**src/rtl/overture_fetch_if.sv**
```systemverilog
// Fetch-stage bundle: ROM read port, downstream instruction slot with stall, branch and halt controls.
// master = fetch unit, slave = ROM plus decoder side.
interface overture_fetch_if #(
    parameter int ADDR_W = 8,
    parameter int DATA_W = 8
);
    logic [ADDR_W-1:0] mem_addr;
    logic              mem_rd;
    logic [DATA_W-1:0] mem_rdata;
    logic              stall;
    logic              branch_taken;
    logic [ADDR_W-1:0] branch_target;
    logic              halt_req;
    logic [DATA_W-1:0] instr;
    logic              instr_valid;
    logic [ADDR_W-1:0] instr_pc;
    logic              halted;

    modport master (
        output mem_addr, mem_rd, instr, instr_valid, instr_pc, halted,
        input  mem_rdata, stall, branch_taken, branch_target, halt_req
    );

    modport slave (
        input  mem_addr, mem_rd, instr, instr_valid, instr_pc, halted,
        output mem_rdata, stall, branch_taken, branch_target, halt_req
    );
endinterface

```
**src/rtl/overture_fetch.sv**
```systemverilog
// Instruction fetch: PC, 1-cycle ROM reads, one instr/cycle; first instr 2 cycles after reset, branch bubble 2.
// Stall holds the slot; one outstanding read plus a 1-entry skid mean returning data is never dropped.
module overture_fetch #(
    parameter int ADDR_W = 8,
    parameter int DATA_W = 8
) (
    input  logic                clk,
    input  logic                rst,
    overture_fetch_if.master    bus
);
    typedef enum logic [1:0] {
        S_RUN    = 2'd0,
        S_DRAIN  = 2'd1,
        S_HALTED = 2'd2
    } state_t;

    state_t            state_q;
    logic              halted_q;

    logic [ADDR_W-1:0] pc_q,        pc_d;
    logic              pend_vld_q,  pend_vld_d;
    logic [ADDR_W-1:0] pend_pc_q,   pend_pc_d;
    logic              skid_vld_q,  skid_vld_d;
    logic [DATA_W-1:0] skid_dat_q,  skid_dat_d;
    logic [ADDR_W-1:0] skid_pc_q,   skid_pc_d;
    logic              instr_vld_q, instr_vld_d;
    logic [DATA_W-1:0] instr_dat_q, instr_dat_d;
    logic [ADDR_W-1:0] instr_pc_q,  instr_pc_d;

    logic branch_acc;
    logic advance;
    logic issue;
    logic drained;

    assign branch_acc = bus.branch_taken && instr_vld_q && !bus.stall;
    assign advance    = !instr_vld_q || !bus.stall;

    // Under stall, stop issuing once anything is already in flight or parked,
    // so the skid entry is always free for the one read that can still land.
    assign issue = (state_q == S_RUN) && !rst && !bus.halt_req && !branch_acc
                && !(bus.stall && (pend_vld_q || skid_vld_q));

    assign drained = !pend_vld_q && !skid_vld_q && advance;

    always_comb begin
        pc_d        = pc_q;
        pend_vld_d  = issue;
        pend_pc_d   = pend_pc_q;
        skid_vld_d  = skid_vld_q;
        skid_dat_d  = skid_dat_q;
        skid_pc_d   = skid_pc_q;
        instr_vld_d = instr_vld_q;
        instr_dat_d = instr_dat_q;
        instr_pc_d  = instr_pc_q;

        if (issue) begin
            pc_d      = pc_q + 1'b1;
            pend_pc_d = pc_q;
        end

        if (branch_acc) begin
            pc_d        = bus.branch_target;
            pend_vld_d  = 1'b0;
            skid_vld_d  = 1'b0;
            instr_vld_d = 1'b0;
        end else if (advance) begin
            if (skid_vld_q) begin
                instr_vld_d = 1'b1;
                instr_dat_d = skid_dat_q;
                instr_pc_d  = skid_pc_q;
                // Data landing this cycle takes the slot just vacated in the skid.
                skid_vld_d  = pend_vld_q;
                skid_dat_d  = bus.mem_rdata;
                skid_pc_d   = pend_pc_q;
            end else if (pend_vld_q) begin
                instr_vld_d = 1'b1;
                instr_dat_d = bus.mem_rdata;
                instr_pc_d  = pend_pc_q;
            end else begin
                instr_vld_d = 1'b0;
            end
        end else if (pend_vld_q) begin
            skid_vld_d = 1'b1;
            skid_dat_d = bus.mem_rdata;
            skid_pc_d  = pend_pc_q;
        end
    end

    always_ff @(posedge clk) begin
        if (rst) begin
            state_q     <= S_RUN;
            halted_q    <= 1'b0;
            pc_q        <= '0;
            pend_vld_q  <= 1'b0;
            pend_pc_q   <= '0;
            skid_vld_q  <= 1'b0;
            skid_dat_q  <= '0;
            skid_pc_q   <= '0;
            instr_vld_q <= 1'b0;
            instr_dat_q <= '0;
            instr_pc_q  <= '0;
        end else begin
            pc_q        <= pc_d;
            pend_vld_q  <= pend_vld_d;
            pend_pc_q   <= pend_pc_d;
            skid_vld_q  <= skid_vld_d;
            skid_dat_q  <= skid_dat_d;
            skid_pc_q   <= skid_pc_d;
            instr_vld_q <= instr_vld_d;
            instr_dat_q <= instr_dat_d;
            instr_pc_q  <= instr_pc_d;

            case (state_q)
                S_RUN: begin
                    if (bus.halt_req) begin
                        state_q <= S_DRAIN;
                    end
                end
                S_DRAIN: begin
                    if (drained) begin
                        state_q  <= S_HALTED;
                        halted_q <= 1'b1;
                    end
                end
                S_HALTED: begin
                    halted_q <= 1'b1;
                end
                default: begin
                    state_q  <= S_RUN;
                    halted_q <= 1'b0;
                end
            endcase
        end
    end

    assign bus.mem_addr    = pc_q;
    assign bus.mem_rd      = issue;
    assign bus.instr       = instr_dat_q;
    assign bus.instr_valid = instr_vld_q;
    assign bus.instr_pc    = instr_pc_q;
    assign bus.halted      = halted_q;
endmodule

```
**src/flat_wrapper.sv**
```systemverilog
// flat-port wrapper written by rule: the top's interface ports become plain ports
module overture_fetch_flat 
#(
    parameter int ADDR_W = 8,
    parameter int DATA_W = 8
)
  (clk, rst, bus_mem_addr, bus_mem_rd, bus_instr, bus_instr_valid, bus_instr_pc, bus_halted, bus_mem_rdata, bus_stall, bus_branch_taken, bus_branch_target, bus_halt_req);
  overture_fetch_if #(.ADDR_W(ADDR_W), .DATA_W(DATA_W)) bus_i ();
  input  logic clk;
  input  logic rst;
  output wire logic [$bits(bus_i.mem_addr)-1:0] bus_mem_addr;
  output wire logic [$bits(bus_i.mem_rd)-1:0] bus_mem_rd;
  output wire logic [$bits(bus_i.instr)-1:0] bus_instr;
  output wire logic [$bits(bus_i.instr_valid)-1:0] bus_instr_valid;
  output wire logic [$bits(bus_i.instr_pc)-1:0] bus_instr_pc;
  output wire logic [$bits(bus_i.halted)-1:0] bus_halted;
  input wire logic [$bits(bus_i.mem_rdata)-1:0] bus_mem_rdata;
  input wire logic [$bits(bus_i.stall)-1:0] bus_stall;
  input wire logic [$bits(bus_i.branch_taken)-1:0] bus_branch_taken;
  input wire logic [$bits(bus_i.branch_target)-1:0] bus_branch_target;
  input wire logic [$bits(bus_i.halt_req)-1:0] bus_halt_req;
  assign bus_mem_addr = bus_i.mem_addr;
  assign bus_mem_rd = bus_i.mem_rd;
  assign bus_instr = bus_i.instr;
  assign bus_instr_valid = bus_i.instr_valid;
  assign bus_instr_pc = bus_i.instr_pc;
  assign bus_halted = bus_i.halted;
  assign bus_i.mem_rdata = bus_mem_rdata;
  assign bus_i.stall = bus_stall;
  assign bus_i.branch_taken = bus_branch_taken;
  assign bus_i.branch_target = bus_branch_target;
  assign bus_i.halt_req = bus_halt_req;
  overture_fetch #(.ADDR_W(ADDR_W), .DATA_W(DATA_W)) u_core (.clk(clk), .rst(rst), .bus(bus_i));
endmodule
```
**config.mk**
```make
export PLATFORM = sky130hd
export DESIGN_NAME = overture_fetch_flat
export DESIGN_NICKNAME = d
export VERILOG_FILES = /design/src/rtl/overture_fetch_if.sv /design/src/rtl/overture_fetch.sv /design/src/flat_wrapper.sv
export SDC_FILE = /design/constraint.sdc
export NUM_CORES = 1
export LEC_CHECK = 0
export ABC_AREA = 1
export CAP_MARGIN = 40
export CORE_MARGIN = 3
export CORE_UTILIZATION = 48
export CTS_BUF_LIST = sky130_fd_sc_hd__clkbuf_16
export CTS_CLUSTER_DIAMETER = 30
export DETAILED_ROUTE_END_ITERATION = 16
export PLACE_DENSITY = 0.8
export REMOVE_ABC_BUFFERS = 1
export SKIP_CTS_REPAIR_TIMING = 1
export SLEW_MARGIN = 20
export SYNTH_ARGS = -nofsm -noshare
export SYNTH_HDL_FRONTEND = slang
export SYNTH_SLANG_ARGS = --single-unit
```
**constraint.sdc**
```tcl
create_clock -name clk -period 1.48 [get_ports clk]
set_input_delay 0.296 -clock clk [delete_from_list [all_inputs] [get_ports clk]]
set_output_delay 0.296 -clock clk [all_outputs]
set_load 0.01 [all_outputs]
```
# --- Word-level counts from Yosys, hierarchy flattened ---
# Cells that the tools add are included.
word_totals:
  ff_bits: 54
  output_inout_bits: 27
op_classes:
  reduce_logical: 28
  add_sub_neg: 1
  n_mux: 20
  bitwise_logic: 3
  n_eq_ne: 5
ops:
  columns: ["op", "n"]
  rows:
  - ["$mux 8", 10]
  - ["$logic_and 1x1->1", 9]
  - ["$reduce_and 3->1", 3]
  - ["$add 8x1->8 const B", 1]
  - ["$logic_not 1->1", 8]
  - ["$mux 1", 6]
  - ["$pmux 2 s3", 1]
  - ["$reduce_bool 2->1", 3]
  - ["$mux 2", 2]
  - ["$ne 2x1->1 const B", 2]
  - ["$not 1->1", 3]
  - ["$pmux 1 s3", 1]
  - ["$eq 2x1->1 const B", 1]
  - ["$eq 2x2->1 const B", 1]
  - ["$logic_not 2->1", 1]
  - ["$logic_or 1x1->1", 2]
  - ["$ne 2x2->1 const B", 1]
  - ["$reduce_and 2->1", 1]
  - ["$reduce_or 2->1", 1]

# --- Longest topological paths before layout ---
depth:
  word_depth: 7
  mapped_depth: 10

# --- Worst setup path before layout ---
# OpenSTA, ideal clock, no wires.
synth_timing:
  kind: "flip-flop to flip-flop"
  startpoint: "register u_core.state_q[0]"
  endpoint: "register u_core.pc_q[0], in the netlist u_core.bus.mem_addr[0]"
  path_stages_with_launch: 10
  arrival_ps: 1189
  setup_time_ps: 119
  slack_ps: 172
  synth_period_minus_slack_ps: 1308
  required_ps: 1361
  cell_sequence: "dfxtp_1 inv_1 ha_1 inv_1 nor2_1 nand2_1 nor2_2 nand2_1 nand2_1 a21oi_1"
synth_between:
  elab_chain_cells: 6
synth_rtl:
  columns: ["element", "line_no", "source"]
  rows:
  - ["from (decl)", "overture_fetch.sv:17", "state_t state_q;"]
  - ["from (signal assigned)", "overture_fetch.sv:91", "state_q <= S_RUN;"]
  - ["from (signal assigned)", "overture_fetch.sv:116", "state_q <= S_DRAIN;"]
  - ["from (signal assigned)", "overture_fetch.sv:121", "state_q <= S_HALTED;"]
  - ["$logic_not 2->1", "overture_fetch.sv:40", "assign issue = (state_q == S_RUN) && !rst && !bus.halt_req && !branch_acc"]
  - ["$logic_and 1x1->1 (3 in a row)", "overture_fetch.sv:40", null]
  - ["$logic_and 1x1->1", "overture_fetch.sv:41", "&& !(bus.stall && (pend_vld_q || skid_vld_q));"]
  - ["net bus_mem_rd", "flat_wrapper.sv:12", "output wire logic [$bits(bus_i.mem_rd)-1:0] bus_mem_rd;"]
  - ["$reduce_bool 2->1 (no line)", null, null]
  - ["to (signal assigned)", "overture_fetch.sv:103", "pc_q <= pc_d;"]
  - ["to (decl)", "overture_fetch.sv:20", "logic [ADDR_W-1:0] pc_q, pc_d;"]
# The timed path passes the listed nets, and every way through them passes these cells.
# A chain may end at the register's enable or synchronous reset.

# --- Worst setup path after layout ---
layout_timing:
  startpoint: "register u_core.state_q[1]"
  endpoint: "output port bus_mem_rd"
layout_between:
  elab_chain_cells: 5
layout_rtl:
  columns: ["element", "line_no"]
  rows:
  - ["$logic_not 2->1", "overture_fetch.sv:40"]
  - ["$logic_and 1x1->1 (3 in a row)", "overture_fetch.sv:40"]
  - ["$logic_and 1x1->1", "overture_fetch.sv:41"]
  - ["to (decl)", "flat_wrapper.sv:12"]
# No other way between the ends.

==> results.tsv <==
metric	value	unit
cpPeakStageDelay	320	ps
dr.pass1.iters	4	
synth-simple-area-share	22.6	%
period_share	108	%
synthCells	346	
finalClockSkew	5.59	ps
io_buffers	47	
status	finished, violations left	
setup_ws	-119	ps
ir_worst_vdd	1.35	mV
yosys_register_bits	54	
power_leakage	0.00186	uW
grt_pass1_vias	2325	
ys_seq_area_share	44.1	%
n_fill_cell	357	
place_ws	-521	ps
max_slew_margin	74.0	%
cts_buffers	5	
clockBufferDepth	2	
root_buffer	clkbuf_16	
ioPinCount	48	
utilization	72.9	%
track_usage	19.9	%
synthXorXnorAreaFrac	0	%
fin_area	3510	um^2
synthAdderAreaFrac	2.55	%
multi_input_area	1200	um^2
synth_mux_area_share	0	%
grt_pass1_wl	9920	um
synth.avg_cell_area	7.08	um^2
max_cap_violations	0	
synth_top_family_by_area	simple AND/OR/NAND/NOR gates	
path_class	flop to output port	
htreeDepth	2	
worstPathRequired	1180	ps
route.detailed.drc	0	
regArea	1090	um^2
nets	442	
slew_violations	0	
hp-class	primary input to flop	
fin_cells	484	
wire_per_inst	12.8	um
cts_tree	done	
drt-initial-drc-count	154	
fmax	626	MHz
dieArea	6000	um^2
die_w	77.4	um
grt_max_degree	46	
path_clk_slew	60	ps
worstSkewPairLatency	290	ps
start_kind	flop	
grt_remaining_overflow	0	
drtAntennaViolNets	0	
ys_types	24	
drive_gt1_share	17.5	%
start_util	50.9	%
core_area	4820	um^2
timing.final.hold_violations	0	
die_h	77.4	um
rsz0062_at_grt	yes	
gp_congestion	0.828	
setup_viol	2	
power_density	1340	nW/um^2
syn_area	2450	um^2
num_antenna_cells	0	
via_per_inst	5.03	
crit_path_max_fanout	2	
cp_cell_sequence	inv_2 > ha_4 > inv_2 > nor2_4 > nand2_2 > nor2_4 > buf_6	
wl	6210	um
yosys_warnings	0	
tightestPinTransition	389	ps
violations	setup timing	
antenna_found_initial	0	
crit_slowest_cell	dfxtp_2	
cp.arrival	1300	ps
dp.cells	470	
synth_compound_area_share	21.2	%
num_vias	2436	
holdWs	438	ps
end_kind	output port	
finalWorstPathRequiredPeriod	1600	ps
cts.sinks	54	
dp_hpwl	3880	um
dpl-instance-area	3150	um^2
syn2layout_area_growth	43.3	%
rows	25	
==> worst paths after layout <==
path                            slack [ps]  cells past startpoint             endpoint                 from
worst max-delay path                  -120                      7           bus_mem_rd    u_core.state_q[1]
worst min-delay path                   440                      4    u_core.pend_vld_q            bus_stall
worst max register to register          40                      9  u_core.pend_pc_q[6]    u_core.state_q[1]
worst min register to register         480                      2  u_core.pend_pc_q[4]  u_core.pend_pc_q[4]
==> layer usage <==
layer	vias to the layer above	global-route usage, %	share of wire, %
li1	1260	-	-
met1	1093	23.4	41
met2	74	35.1	51
met3	9	4.99	6.6
met4	0	6.94	1.9
met5	-	0	0
==> cell usage in the layout, fill, tap and decap left out, types with 2 or more instances in the layout <==
| cell | synthesis | final |
|---|---|---|
| dfxtp_1 | 54 | 47 |
| nor2_2 | 2 | 2 |
| nand3_1 | 15 | 12 |
| o21ai_0 | 58 | 52 |
| o21ai_1 | 8 | 13 |
| nand2_1 | 57 | 56 |
| clkdlybuf4s50_1 | 0 | 21 |
| clkbuf_16 | 0 | 5 |
| ha_1 | 5 | 3 |
| dfxtp_2 | 0 | 7 |
| nor2_1 | 52 | 49 |
| a21oi_1 | 33 | 32 |
| nand2_2 | 1 | 2 |
| buf_4 | 5 | 28 |
| inv_1 | 34 | 32 |
| nand3_2 | 1 | 4 |
| nor2_4 | 1 | 4 |
| buf_12 | 0 | 4 |
| dlymetal6s2s_1 | 0 | 25 |
| inv_2 | 3 | 5 |
==> Yosys cell counts, drive strengths merged <==
master,instances,area (um^2)
or2,1,6.26
nand4,1,6.26
inv,37,139
nor3,1,16.3
a21oi,33,165
ha,5,62.6
o21ai,67,347
nor2,55,219
o21bai,1,7.51
nand3,16,85.1
nand2,58,220
buf,9,63.8
clkbuf,8,31.3
dfxtp,54,1080
==> kinds of logic after synthesis <==
logic type | Yosys count
compound gates | 101
fa+ha+maj | 5
buf+inv | 54
flops | 54
simple gates | 132
==> area by class of cell <==
type	count	share of cell area (%)
clock buffers	5	3.56
clock inverters	3	1.18
inverters	37	4.10
multi-input cells	238	34.1
flip-flops and latches	54	31.0
well taps	67	2.39
repair buffers	79	23.5
repair inverters	1	0.143
==> per-stage QoR <==
stage,power [uW],TNS [ps]
6_report,4720,-148
3_5_place_dp,3230,-15080
2_1_floorplan,2490,-11780
5_1_grt,4980,-342
4_1_cts,4540,-1700
3_3_place_gp,3170,-13320
==> registers in the layout, summed over array words and instances, names as in the netlist <==
register and cells:
u_core.bus.halted 1, u_core.bus.mem_addr 8, u_core.skid_dat_q 8, u_core.state_q 2, u_core.bus.instr_pc 8, u_core.pend_vld_q 1, u_core.skid_vld_q 1, u_core.bus.instr 8
u_core.skid_pc_q 8, u_core.pend_pc_q 8, u_core.bus.instr_valid 1
==> worst max-delay path, delay by kind of cell, from the launching register on <==
| kind | cells | cell delay [ps] |
|---|---|---|
| fa+ha+maj | 1 | 140 |
| buf+inv | 3 | 220 |
| flops | 1 | 320 |
| simple gates | 3 | 330 |
==> power by group <==
| group | switching, uW | total [uW] | internal [uW] |
|---|---|---|---|
| sequential | 123 | 1800 | 1680 |
| clock | 514 | 1310 | 792 |
| combinational | 811 | 1610 | 795 |
| total | 1450 | 4720 | 3270 |
Note: power is estimated with default switching activity, not from simulation.
